==> src/rtl/fetch_decode_buffer.sv <==
// rtl/fetch_decode_buffer.sv - fetch-to-decode pipeline buffer with valid/ready handshake on both sides
// Build option: define FD_SKID_BUF_EN for a two-entry skid buffer with a registered ready_f.
// Without it a single main entry is used and ready_f is combinational from ready_d.
module fetch_decode_buffer #(
  parameter int              XLEN      = 32,
  parameter int              ILEN      = 32,
  parameter logic [ILEN-1:0] NOP_INSTR = ILEN'(32'h0000_0013)
) (
  input  logic            clk,
  input  logic            rst_n,
  input  logic            valid_f,
  output logic            ready_f,
  input  logic [ILEN-1:0] instr_f,
  input  logic [XLEN-1:0] pc_f,
  input  logic [XLEN-1:0] pc_plus4_f,
  input  logic            flush,
  output logic            valid_d,
  input  logic            ready_d,
  output logic [ILEN-1:0] instr_d,
  output logic [XLEN-1:0] pc_d,
  output logic [XLEN-1:0] pc_plus4_d
);

  logic            main_vld;
  logic [ILEN-1:0] main_instr_q;
  logic [XLEN-1:0] main_pc_q;
  logic [XLEN-1:0] main_pc4_q;
  logic            in_xfer;
  logic            out_xfer;

  assign in_xfer  = valid_f & ready_f;
  assign out_xfer = main_vld & ready_d;

  // Decode sees the main entry straight from registers; an empty slot shows a NOP at PC 0.
  assign valid_d    = main_vld;
  assign instr_d    = main_vld ? main_instr_q : NOP_INSTR;
  assign pc_d       = main_vld ? main_pc_q    : '0;
  assign pc_plus4_d = main_vld ? main_pc4_q   : '0;

`ifdef FD_SKID_BUF_EN

  localparam logic [1:0] S_EMPTY = 2'd0;
  localparam logic [1:0] S_ONE   = 2'd1;
  localparam logic [1:0] S_TWO   = 2'd2;

  logic [1:0]      state_q;
  logic [1:0]      state_d;
  logic            ready_q;
  logic [ILEN-1:0] skid_instr_q;
  logic [XLEN-1:0] skid_pc_q;
  logic [XLEN-1:0] skid_pc4_q;
  logic            load_main;
  logic            load_skid;
  logic            move_skid;

  assign main_vld = (state_q != S_EMPTY);
  // ready_q is a flop, so ready_d never reaches ready_f within a cycle; rst_n only gates it off in reset.
  assign ready_f  = rst_n & ready_q;

  // Occupancy transitions; flush beats any transfer in the same cycle.
  always_comb begin
    state_d = state_q;
    if (flush) begin
      state_d = S_EMPTY;
    end else begin
      case (state_q)
        S_EMPTY: if (in_xfer) state_d = S_ONE;
        S_ONE: begin
          if (in_xfer && !out_xfer)      state_d = S_TWO;
          else if (out_xfer && !in_xfer) state_d = S_EMPTY;
        end
        S_TWO:   if (out_xfer) state_d = S_ONE;
        default: state_d = S_EMPTY;
      endcase
    end
  end

  assign load_main = !flush && in_xfer &&
                     ((state_q == S_EMPTY) || ((state_q == S_ONE) && out_xfer));
  assign load_skid = !flush && in_xfer && (state_q == S_ONE) && !out_xfer;
  assign move_skid = !flush && out_xfer && (state_q == S_TWO);

  // State and ready register; ready comes up high right out of reset so fetch can start at once.
  always_ff @(posedge clk or negedge rst_n) begin
    if (!rst_n) begin
      state_q <= S_EMPTY;
      ready_q <= 1'b1;
    end else begin
      state_q <= state_d;
      ready_q <= (state_d != S_TWO);
    end
  end

  // Payload storage: main takes fetch data or the skid entry, skid catches data while decode stalls.
  always_ff @(posedge clk or negedge rst_n) begin
    if (!rst_n) begin
      main_instr_q <= '0;
      main_pc_q    <= '0;
      main_pc4_q   <= '0;
      skid_instr_q <= '0;
      skid_pc_q    <= '0;
      skid_pc4_q   <= '0;
    end else begin
      if (load_main) begin
        main_instr_q <= instr_f;
        main_pc_q    <= pc_f;
        main_pc4_q   <= pc_plus4_f;
      end else if (move_skid) begin
        main_instr_q <= skid_instr_q;
        main_pc_q    <= skid_pc_q;
        main_pc4_q   <= skid_pc4_q;
      end
      if (load_skid) begin
        skid_instr_q <= instr_f;
        skid_pc_q    <= pc_f;
        skid_pc4_q   <= pc_plus4_f;
      end
    end
  end

`else

  logic main_vld_q;
  logic main_vld_d;

  assign main_vld = main_vld_q;
  // A stalled full entry blocks fetch; a consuming decode frees the slot in the same cycle.
  assign ready_f  = rst_n & (ready_d | ~main_vld_q);

  // Valid bit next state; flush wins, a new input keeps the slot full across an output transfer.
  always_comb begin
    main_vld_d = main_vld_q;
    if (flush)         main_vld_d = 1'b0;
    else if (in_xfer)  main_vld_d = 1'b1;
    else if (out_xfer) main_vld_d = 1'b0;
  end

  // Main entry register: valid bit and payload captured on every accepted input.
  always_ff @(posedge clk or negedge rst_n) begin
    if (!rst_n) begin
      main_vld_q   <= 1'b0;
      main_instr_q <= '0;
      main_pc_q    <= '0;
      main_pc4_q   <= '0;
    end else begin
      main_vld_q <= main_vld_d;
      if (in_xfer && !flush) begin
        main_instr_q <= instr_f;
        main_pc_q    <= pc_f;
        main_pc4_q   <= pc_plus4_f;
      end
    end
  end

`endif

endmodule
==> config.mk <==
export PLATFORM = sky130hd
export DESIGN_NAME = fetch_decode_buffer
export DESIGN_NICKNAME = d
export VERILOG_FILES = /design/src/rtl/fetch_decode_buffer.sv
export SDC_FILE = /design/constraint.sdc
export NUM_CORES = 1
export LEC_CHECK = 0
export BUFFER_PORTS_ARGS = -buffer_cell sky130_fd_sc_hd__clkbuf_2
export CAP_MARGIN = 20
export CORE_UTILIZATION = 50
export CTS_CLUSTER_DIAMETER = 60
export DETAILED_ROUTE_END_ITERATION = 8
export PLACE_DENSITY = 0.85
export REMOVE_ABC_BUFFERS = 1
export SLEW_MARGIN = 20
export SYNTH_ARGS = -nofsm -noshare
export SYNTH_HDL_FRONTEND = slang
export SYNTH_SLANG_ARGS = --single-unit
==> constraint.sdc <==
create_clock -name clk -period 2.52 [get_ports clk]
set_clock_uncertainty 0.2 [all_clocks]
set_input_delay 0.378 -clock clk [delete_from_list [all_inputs] [get_ports clk]]
set_output_delay 0.378 -clock clk [all_outputs]
set_load 0.005 [all_outputs]
## Word level (Yosys, flattened, before mapping)

Index checks and enable logic that the tools add are counted.

| cells by class | value |
|---|---|
| multiplexer cells | 6 |
| bitwise operators | 5 |
| reduce and logical (&&, ||, !) cells | 3 |

Operators with widths:

| operator | count |
|---|---|
| two-way mux 32 bit | 3 |
| AND 1 bit | 3 |
| two-way mux 1 bit | 3 |
| nonzero test 3 bit | 1 |
| logical AND 1 bit | 1 |
| logical NOT 1 bit | 1 |
| NOT 1 bit | 1 |
| bitwise OR 1 bit | 1 |

| storage, ports and cells | value |
|---|---|
| register bits after elaboration | 97 |
| bits of input ports | 101 |
| output and inout port bits | 98 |
| logic and storage cells | 18 |

## Logic depth before layout (Yosys ltp)

| logic depth | value |
|---|---|
| depth in word-level cells | 6 |
| mapped depth | 5 |
| mapped depth without buffers | 3 |

## Worst setup path before layout

OpenSTA, ideal clock, no wires.

| path | value |
|---|---|
| path type | flip-flop to output port |
| start | register main_vld_q (netlist: valid_d) |
| end | output port pc_d[19] |
| arrival time | 1.066 ns |
| required time | 1.942 ns |
| slack | 0.876 ns |
| stages on the path, launching flop included | 4 |
| buffers on the path | 2 |
| path through | dfrtp_1 > clkbuf_1 > clkbuf_1 > and2_1 |

| between the ends | value |
|---|---|
| longest elaborated chain between the ends | 1 |

RTL lines:

| item | RTL line | RTL |
|---|---|---|
| start: declaration | 123 | `logic main_vld_q;` |
| start signal: assignment | 146 | `main_vld_q <= main_vld_d;` |
| two-way mux 32 bit | 37 | `assign pc_d = main_vld ? main_pc_q : '0;` |
| end: declaration | 20 | `output logic [XLEN-1:0] pc_d,` |

Every way passes these cells.

## Worst setup path in the final report

| path | value |
|---|---|
| start | register main_vld_q (netlist: valid_d) |
| end | output port pc_d[9] |

The elaborated chain is that of the path after synthesis.

==> results.sh <==
export IMPL_port_buffer_count=198
export IMPL_fin_crit_sh=0.817
export IMPL_cts_tree="built"
export IMPL_htree_num_levels=3
export IMPL_cts_resized=0
export IMPL_ioPinCount=199
export IMPL_tritoncts_num_buffers=9
export IMPL_area_growth_syn_to_layout_pct=30.7
export IMPL_max_cap_violations=0
export IMPL_post_synth_and_or_nand_nor_area_fraction=0.150
export IMPL_die_width_um=94.4
export IMPL_tritoncts_num_sinks=97
export IMPL_synthesis_area_per_instance_sq_um=13.6
export IMPL_antenna_left=0
export IMPL_grt_setup_unrepaired="no"
export IMPL_worst_ir_drop_vdd_uv=392
export IMPL_synth_yosys_warnings=0
export IMPL_chipHeight_um=94.4
export IMPL_grt_pass1_vias=3118
export IMPL_drt_first_iter_violations=83
export IMPL_layout_min_cycle_time_ns=2.06
export IMPL_clock_path_buffers=2
export IMPL_yosys_area_share_xor_xnor=0
export IMPL_worst_setup_hold_path_clk_slew_ns=0.09
export IMPL_grt_antenna_before_repair=0
export IMPL_fin_worst_hold_slack_ns=0.0420
export IMPL_hp_class="primary input to register"
export IMPL_gp_congestion=0.687
export IMPL_worstSetupEndpointType="output port"
export IMPL_synth_mux_area_frac=0.253
export IMPL_wirelength_um=8750
export IMPL_design_power_total_mw=3.71
export IMPL_post_route_drc_count=0
export IMPL_critical_path_arrival_ns=1.48
export IMPL_power_leakage_nw=2.87
export IMPL_final_critical_path_setup_slack_ns=0.460
export IMPL_placement_setup_worst_slack_ns=0.750
export IMPL_routedWlPerCell_um=14.2
export IMPL_criticalPathCategory="register to output port"
export IMPL_power_density_cell_area_nw_per_um2=666
export IMPL_number_of_hold_violations_in_the_final_report=0
export IMPL_clock_root_buffer="clkbuf_8"
export IMPL_viasPerCell=4.84
export IMPL_worst_path_max_fanout=62
export IMPL_synth_area_sq_um=4270
export IMPL_grt_pass1_wl_um=13800
export IMPL_synth_cells=313
export IMPL_groute_usage_overall=0.199
export IMPL_max_slew_worst_pin_slew_ns=0.513
export IMPL_final_max_slew_violation_count=0
export IMPL_clock_insertion_delay_worst_skew_ns=0.34
export IMPL_yosys_register_bits=97
export IMPL_synth_cell_types=11
export IMPL_final_setup_viol_count=0
export IMPL_synth_top_family_by_area="multiplexers"
export IMPL_timing_critical_path_cells="buf_4, and2_1, clkbuf_2"
export IMPL_numPlacedInstances=601
export IMPL_vias=2993
export IMPL_cp_data_required_time_ns=1.94
export IMPL_achievable_frequency_ghz=0.485
export IMPL_synth_compound_gate_area_share=0.00117
export IMPL_seq_area_frac_synth=0.569
export IMPL_die_area_sq_um=8900
export IMPL_critPathSlowestCell="buf_4"
export IMPL_gr_total_overflow=0
export IMPL_post_synth_fa_ha_maj_area_fraction=0
export IMPL_stdcell_count=618
export IMPL_total_number_of_nets_in_the_final_design=609
export IMPL_drive_gt1_frac=0.559
export IMPL_grt_start_max_net_pins=98
export IMPL_relSlewSlack=0.658
export IMPL_core_area_sq_um=8220
export IMPL_antenna_cells_inserted=0
export IMPL_drt_first_pass_iters=4
export IMPL_startpoint_type="register"
export IMPL_dpl_hpwl_um=6230
export IMPL_floorplan_initialDensity=0.519
export IMPL_core_rowCount=33
export IMPL_status="finished, final reports clean"
export IMPL_crit_path_max_incr_delay_ns=0.41
==> flip-flops by register name, summed over array words and instances, names as in the netlist <==
register      cells
main_pc4_q       32
main_instr_q     32
valid_d           1
main_pc_q        32
==> path summary, 6_finish.rpt <==
path                                 startpoint          endpoint  slack, ns  cells past startpoint
worst min-delay path                instr_f[14]  main_instr_q[14]       0.04                      2
max in group asynchronous                 rst_n  main_instr_q[26]       1.22                      3
worst min register to register  main_instr_q[0]   main_instr_q[0]       0.29                      1
worst max register to register          valid_d     main_pc_q[21]       0.92                      4
worst max-delay path                    valid_d           pc_d[9]       0.46                      3
min in group asynchronous                 rst_n  main_instr_q[10]       0.50                      3
==> logic make-up after synthesis <==
| kind of cell | count (synthesis) |
|---|---|
| buffers and inverters | 20 |
| AO/OA/AOI/OAI | 1 |
| AND/OR/NAND/NOR | 99 |
| flip-flops | 97 |
| multiplexers | 96 |
==> final cells by class <==
| class | instances | area (sq um) |
|---|---|---|
| clock buffers | 11 | 131 |
| multi-input cells | 196 | 1730 |
| flip-flops and latches | 97 | 2430 |
| clock inverters | 5 | 80.1 |
| fillers | 636 | 2640 |
| well taps | 105 | 131 |
| repair buffers | 204 | 1080 |
==> repair_timing <==
item	in CTS	in global routing
hold buffers	1	0
hold endpoints to repair	97	0
buffers inserted	0	0
==> critical path: cells and delay by family, from the launching register on <==
| kind | cells | cell delay [ns] |
|---|---|---|
| and+or+nand+nor | 1 | 0.21 |
| DFF | 1 | 0.39 |
| buffers and inverters | 2 | 0.53 |
==> layout by cell type, fill, tap and decap left out <==
cell,count
and2_1,94
buf_12,3
buf_4,3
bufinv_16,2
clkbuf_1,2
clkbuf_2,197
clkbuf_8,9
clkinv_2,1
clkinvlp_4,2
dfrtp_1,96
dfrtp_2,1
dlygate4sd3_1,1
mux2_1,29
mux2_2,67
nand2b_1,3
nand2b_2,1
nand4b_4,1
o21ai_0,1
==> where the power goes <==
| part | total, mW | internal (mW) | switching (mW) |
|---|---|---|---|
| logic | 0.633 | 0.391 | 0.242 |
| registers | 2.01 | 1.87 | 0.136 |
| clock network | 1.07 | 0.559 | 0.513 |
==> cell usage after synthesis (all sizes together) <==
master	instances	share of area
nand2b	4	0.0065
nand4b	1	0.0056
and2	94	0.14
clkbuf	10	0.0088
buf	10	0.018
dfrtp	97	0.57
o21ai	1	0.0012
mux2	96	0.25
==> metrics by stage <==
| stage | area, sq um | utilization | TNS (ns) |
|---|---|---|---|
| 2_1_floorplan | 4150 | - | -59.67 |
| 3_3_place_gp | 5350 | 0.652 | 0 |
| 3_5_place_dp | 5350 | 0.652 | 0 |
| 4_1_cts | 5580 | 0.679 | 0 |
| 5_1_grt | 5580 | 0.679 | 0 |
| 6_report | 5580 | 0.679 | 0 |
==> routing by layer <==
layer,track usage,share of wire,vias to the layer above
met3,0.0435,0.071,7
met2,0.369,0.51,125
li1,-,-,1422
met4,0.0628,0.0080,0
met1,0.226,0.41,1439
met5,0,0,-
(Power assumes the default switching activity.)
